$ cat src/rtl/prince_pkg.sv
// Shared definitions for the masked PRINCE S-layer: widths, controller states
// and the PRINCE S-box table (the table is used only by reference models).
package prince_pkg;

    localparam int NIB_W          = 4;
    localparam int PRINCE_STATE_W = 64;

    typedef enum logic [1:0] {
        IDLE,
        ISSUE,
        DRAIN
    } state_e;

    // Entry k of the S-box sits at bits [4k+3:4k].
    localparam logic [63:0] PRINCE_SBOX = 64'h4D5E_0876_19CA_23FB;

    function automatic logic [3:0] prince_sbox(input logic [3:0] x);
        return PRINCE_SBOX[{x, 2'b00} +: 4];
    endfunction

endpackage

$ cat src/rtl/prince_nibble_collect.sv
// Delays each issued nibble index by the S-box latency and writes the returned
// S-box output shares into the matching nibble of the two result registers.
module prince_nibble_collect
    import prince_pkg::*;
#(
    parameter int NIBBLES  = 16,
    parameter int SBOX_LAT = 1,
    localparam int CNT_W   = $clog2(NIBBLES),
    localparam int STATE_W = NIBBLES * NIB_W
) (
    input  logic               clk,
    input  logic               rst,
    input  logic               issue_v_i,
    input  logic [CNT_W-1:0]   issue_idx_i,
    input  logic [NIB_W-1:0]   sbox_out1_i,
    input  logic [NIB_W-1:0]   sbox_out2_i,
    output logic [STATE_W-1:0] state_out1_o,
    output logic [STATE_W-1:0] state_out2_o
);

    logic             v_q    [SBOX_LAT];
    logic [CNT_W-1:0] idx_q  [SBOX_LAT];
    logic [NIB_W-1:0] out1_q [NIBBLES];
    logic [NIB_W-1:0] out2_q [NIBBLES];
    logic             cap_v;
    logic [CNT_W-1:0] cap_idx;

    always_ff @(posedge clk) begin
        if (rst) begin
            for (int i = 0; i < SBOX_LAT; i++) begin
                v_q[i]   <= 1'b0;
                idx_q[i] <= '0;
            end
        end else begin
            v_q[0]   <= issue_v_i;
            idx_q[0] <= issue_idx_i;
            for (int i = 1; i < SBOX_LAT; i++) begin
                v_q[i]   <= v_q[i-1];
                idx_q[i] <= idx_q[i-1];
            end
        end
    end

    assign cap_v   = v_q[SBOX_LAT-1];
    assign cap_idx = idx_q[SBOX_LAT-1];

    // Shares are written independently; they are never combined here.
    always_ff @(posedge clk) begin
        if (rst) begin
            for (int i = 0; i < NIBBLES; i++) begin
                out1_q[i] <= '0;
                out2_q[i] <= '0;
            end
        end else begin
            for (int i = 0; i < NIBBLES; i++) begin
                if (cap_v && (cap_idx == CNT_W'(i))) begin
                    out1_q[i] <= sbox_out1_i;
                    out2_q[i] <= sbox_out2_i;
                end
            end
        end
    end

    for (genvar gi = 0; gi < NIBBLES; gi++) begin : g_pack
        assign state_out1_o[gi*NIB_W +: NIB_W] = out1_q[gi];
        assign state_out2_o[gi*NIB_W +: NIB_W] = out2_q[gi];
    end

endmodule

$ cat src/rtl/prince_slayer_serial_ctrl.sv
// Nibble-serial controller for the 2-share PRINCE S-layer: feeds one nibble pair
// per cycle to an external registered S-box and reassembles the 64-bit result.
module prince_slayer_serial_ctrl
    import prince_pkg::*;
#(
    parameter int NIBBLES  = 16,
    parameter int SBOX_LAT = 1,
    localparam int CNT_W   = $clog2(NIBBLES),
    localparam int STATE_W = NIBBLES * NIB_W
) (
    input  logic               clk,
    input  logic               rst,
    input  logic               start,
    input  logic [STATE_W-1:0] state_in_share1,
    input  logic [STATE_W-1:0] state_in_share2,
    output logic               busy,
    output logic               done,
    output logic [STATE_W-1:0] state_out_share1,
    output logic [STATE_W-1:0] state_out_share2,
    output logic [NIB_W-1:0]   sbox_in_share1,
    output logic [NIB_W-1:0]   sbox_in_share2,
    input  logic [NIB_W-1:0]   sbox_out_share1,
    input  logic [NIB_W-1:0]   sbox_out_share2,
    output logic               prng_en
);

    localparam logic [CNT_W-1:0] LAST_NIB = CNT_W'(NIBBLES - 1);

    state_e             state_q;
    logic [CNT_W-1:0]   cnt_q;
    logic [STATE_W-1:0] sh1_q;
    logic [STATE_W-1:0] sh2_q;
    logic [NIB_W-1:0]   sbox_in1_q;
    logic [NIB_W-1:0]   sbox_in2_q;
    logic               busy_q;
    logic               done_q;
    logic               prng_en_q;

    // The shift registers hold the not-yet-issued nibbles; the S-box ports are
    // fed only from registers so input shares never reach the S-box directly.
    always_ff @(posedge clk) begin
        if (rst) begin
            state_q    <= IDLE;
            cnt_q      <= '0;
            sh1_q      <= '0;
            sh2_q      <= '0;
            sbox_in1_q <= '0;
            sbox_in2_q <= '0;
            busy_q     <= 1'b0;
            done_q     <= 1'b0;
            prng_en_q  <= 1'b0;
        end else begin
            done_q <= 1'b0;
            case (state_q)
                IDLE: begin
                    if (start) begin
                        state_q    <= ISSUE;
                        cnt_q      <= '0;
                        sh1_q      <= state_in_share1 >> NIB_W;
                        sh2_q      <= state_in_share2 >> NIB_W;
                        sbox_in1_q <= state_in_share1[NIB_W-1:0];
                        sbox_in2_q <= state_in_share2[NIB_W-1:0];
                        prng_en_q  <= 1'b1;
                    end
                end
                ISSUE: begin
                    // busy rises one cycle after accept and stays up through DRAIN.
                    busy_q <= 1'b1;
                    if (cnt_q == LAST_NIB) begin
                        state_q    <= DRAIN;
                        sbox_in1_q <= '0;
                        sbox_in2_q <= '0;
                        prng_en_q  <= 1'b0;
                    end else begin
                        cnt_q      <= cnt_q + 1'b1;
                        sbox_in1_q <= sh1_q[NIB_W-1:0];
                        sbox_in2_q <= sh2_q[NIB_W-1:0];
                        sh1_q      <= sh1_q >> NIB_W;
                        sh2_q      <= sh2_q >> NIB_W;
                    end
                end
                DRAIN: begin
                    state_q <= IDLE;
                    cnt_q   <= '0;
                    busy_q  <= 1'b0;
                    done_q  <= 1'b1;
                end
                default: begin
                    state_q <= IDLE;
                end
            endcase
        end
    end

    prince_nibble_collect #(
        .NIBBLES  (NIBBLES),
        .SBOX_LAT (SBOX_LAT)
    ) u_collect (
        .clk          (clk),
        .rst          (rst),
        .issue_v_i    (prng_en_q),
        .issue_idx_i  (cnt_q),
        .sbox_out1_i  (sbox_out_share1),
        .sbox_out2_i  (sbox_out_share2),
        .state_out1_o (state_out_share1),
        .state_out2_o (state_out_share2)
    );

    assign busy           = busy_q;
    assign done           = done_q;
    assign prng_en        = prng_en_q;
    assign sbox_in_share1 = sbox_in1_q;
    assign sbox_in_share2 = sbox_in2_q;

endmodule

$ cat config.mk
export PLATFORM = sky130hd
export DESIGN_NAME = prince_slayer_serial_ctrl
export DESIGN_NICKNAME = d
export VERILOG_FILES = /design/src/rtl/prince_pkg.sv /design/src/rtl/prince_nibble_collect.sv /design/src/rtl/prince_slayer_serial_ctrl.sv
export SDC_FILE = /design/constraint.sdc
export NUM_CORES = 1
export LEC_CHECK = 0
export ABC_AREA = 1
export CORE_MARGIN = 2
export CORE_UTILIZATION = 30
export CTS_CLUSTER_DIAMETER = 30
export DETAILED_ROUTE_END_ITERATION = 10
export PLACE_DENSITY = 0.61
export SLEW_MARGIN = 20
export SYNTH_ARGS = -nofsm -noshare
export SYNTH_HDL_FRONTEND = slang
export SYNTH_SLANG_ARGS = --single-unit
$ cat constraint.sdc
create_clock -name clk -period 1.9 [get_ports clk]
set_input_delay 0.38 -clock clk [delete_from_list [all_inputs] [get_ports clk]]
set_output_delay 0.38 -clock clk [all_outputs]
set_load 0.02 [all_outputs]
==> impl_results.md <==
* Relative slew slack at 60.43%
* Initial Utilization at 30.63%
* Crit-path slowest cell: clkdlybuf4s50_1
* Clock sinks at 270
* Nets@finish at between 1500 and 2000
* Yosys warning count at 0
* Pins over their slew limit at 0
* Crit path cell chain: clkdlybuf4s50_1
* H-tree levels at 2
* Routed len/inst at 15.19 µm
* Vias in the first global route at 9268
* CP startpoint kind: flop
* IO Pins at 278
* CP Data Required Time at around 1.5 ns
* Kind of end point of the critical path: output pin
* Via count at a little under 10000
* # port buffers at between 200 and 300
* CP bufs+invs at 1
* Final Core Density at 46.35%
* Die Span Y at roughly 200 µm
* Max-cap violations at 0
* Synth Register Bits at 270
* Die area at between 30000 and 40000 µm²
* Power Dens Cells at approximately 1200 nW/µm²
* Actual slew at the worst max-slew pin at 0.5914 ns
* CTS tree: yes
* Most frequent cells in the layout: 390 x nand2_1, 330 x nor2_1, 145 x clkdlybuf4s50_1
* Share of cells above drive strength 1 at approximately a tenth
* Worst VDD drop at about 0.66 mV
* Setup violation total in the final timing report at 0
* Hpwl dp at roughly 22 mm
* Largest net degree at the start of global routing at about 110
* Synthesized cell area at 10950 µm²
* Max incr delay on CP at roughly 0.6 ns
* Cell count after synthesis at roughly 1300
* Residual DRC at 0
* Worst hold path type: in2reg
* Delay-heaviest family, CP: buffers and inverters
* GP Congestion at around 0.8
* Register area share after synthesis at 61.07%
* DRT iter0 DRCs at around 590
* Final wirelength at roughly 32 mm
* Longest Clk Path Bufs at 3
* Mapped Nets at between 1000 and 1500
* Outcome: completed
* CORE AREA at between 30000 and 40000 µm²
* Worst Path Arrival at around 1.5 ns
* First-pass GRT wire length at approximately 50 mm
* Placed Area at approximately 14000 µm²
* Final Hold Fails at 0
* Fin crit share at between 90% and 100%
* Hold slack at between 0.3 and 0.4 ns
* CTS buffer count at 61
* Die width at roughly 200 µm
* Netlist cell types at 21
* FMAX at approximately 540 MHz
* GRT Util Overall at ~16%
* Clk_skew at ~0.021 ns
* R2R Path Start: state_q[0]
* CP max FO at 1
* Routed Antenna Nets at 0
* Fill cells at approximately 3500
* Most common cell after layout, fill and taps aside: nand2_1
* Clk_lat worst skew at roughly 0.58 ns
* Cts hold-fix bufs at 0
* Mean area per synthesized cell at between 8 and 9 µm²
* Area growth syn-to-layout at 51.31%
* Vias/cell at about 4.5
* Gr ovfl total at 0
* Std-Cell Rows at 69
* Fin area at 16570 µm²
* CP Class: reg2out
* DRT Pass-1 Iters at 5
* Leak Pwr at 7.613 nW
* Clk root buf: clkbuf_16
* CTS clk-pin slew, worst paths at approximately 0.05 ns
* Hold Crit Start: state_in_share2[62]
* Setup_tns at 0 ns
* Final min period at 1.862 ns
* CP startpoint: u_collect.out2_q[0][33]
* Initial antenna violation count at 3
[registers in the layout, indices dropped and copies added, names as in the netlist]
register          count
u_collect.out1_q     64
u_collect.out2_q     64
sh1_q                60
sh2_q                60
cnt_q                 4
sbox_in_share1        4
sbox_in_share2        4
u_collect.idx_q       4
state_q               2
busy                  1
done                  1
prng_en               1
u_collect.v_q         1
[final cells by class]
| type | count | area, µm² | share of cell area [%] |
|---|---|---|---|
| repair buffers | 330 | 3319 | 20.04 |
| clock buffers | 80 | 1658 | 10.01 |
| diodes | 2 | 5.005 | 0.03021 |
| flip-flops and latches | 270 | 6686 | 40.36 |
| well taps | 461 | 576.8 | 3.482 |
| multi-input cells | 916 | 3772 | 22.77 |
| clock inverters | 35 | 379.1 | 2.288 |
| inverters | 44 | 170.2 | 1.027 |
[worst paths after layout]
| kind | depth (start not counted) | slack (ns) | endpoint |
|---|---|---|---|
| max reg2reg | 10 | 0.18 | sh1_q[34] |
| min | 3 | 0.39 | sh2_q[58] |
| min reg2reg | 2 | 0.46 | sh1_q[56] |
| max | 1 | 0.04 | state_out_share2[33] |
[where the power goes]
group          total (mW)  leakage, nW  switching, mW  internal (mW)
clock                10.2        0.984           3.25           6.90
combinational        2.90         4.14           1.74           1.16
sequential           6.97         2.49          0.274           6.70
total                20.0         7.61           5.27           14.8
[synthesized netlist by cell type]
master / number / area [µm²]
nand2_1: 391 / 1468
nor2_1: 331 / 1242
dfxtp_1: 142 / 2843
edfxtp_1: 128 / 3844
o21ai_1: 92 / 460.4
o21ai_0: 40 / 200.2
inv_1: 39 / 146.4
a21oi_1: 31 / 155.2
buf_2: 31 / 155.2
clkbuf_1: 29 / 108.9
nand3_1: 20 / 100.1
buf_4: 9 / 67.56
ha_1: 6 / 75.07
clkinv_1: 3 / 11.26
buf_1: 2 / 7.510
inv_2: 2 / 7.510
nand4_1: 2 / 12.51
buf_6: 1 / 11.26
nand2_2: 1 / 6.260
nor2_4: 1 / 11.26
o21ai_4: 1 / 16.27
[cells by family after synthesis]
| family | after synthesis | synth area share [%] |
|---|---|---|
| buf+inv | 116 | 4.708 |
| flops | 270 | 61.07 |
| fa+ha+maj | 6 | 0.6856 |
| simple gates | 746 | 25.94 |
| compound gates | 164 | 7.599 |
[per-layer routing]
metal  global-route usage [%]  part of all wire [%]  wire length, µm  vias to the layer above
met3                    5.250                   9.3             3012                       50
met2                    26.38                    45            14690                      384
met4                    4.835                   1.9              607                        2
met5                        0                 0.049               16                        -
li1                         -                     -                -                     4825
met1                    21.17                    44            14150                     4346
[stage by stage]
step	std cells	total power, mW	setup WS [ns]
2_1_floorplan	1302	8.782	0.1906
3_3_place_gp	2017	9.966	-0.09356
3_5_place_dp	2017	10.01	-0.1509
4_1_cts	2132	20.17	0.0001630
5_1_grt	2136	20.94	-0.001236
6_report	2138	20.03	0.03758
[what timing repair did]
| item | CTS | global route |
|---|---|---|
| setup endpoints to repair | 102 | 104 |
| pin swaps | 0 | 1 |
| setup buffers | 0 | 2 |
| gates cloned | 0 | 2 |
| gates resized for setup | 102 | 33 |
Power figures use the tool's default switching activity.
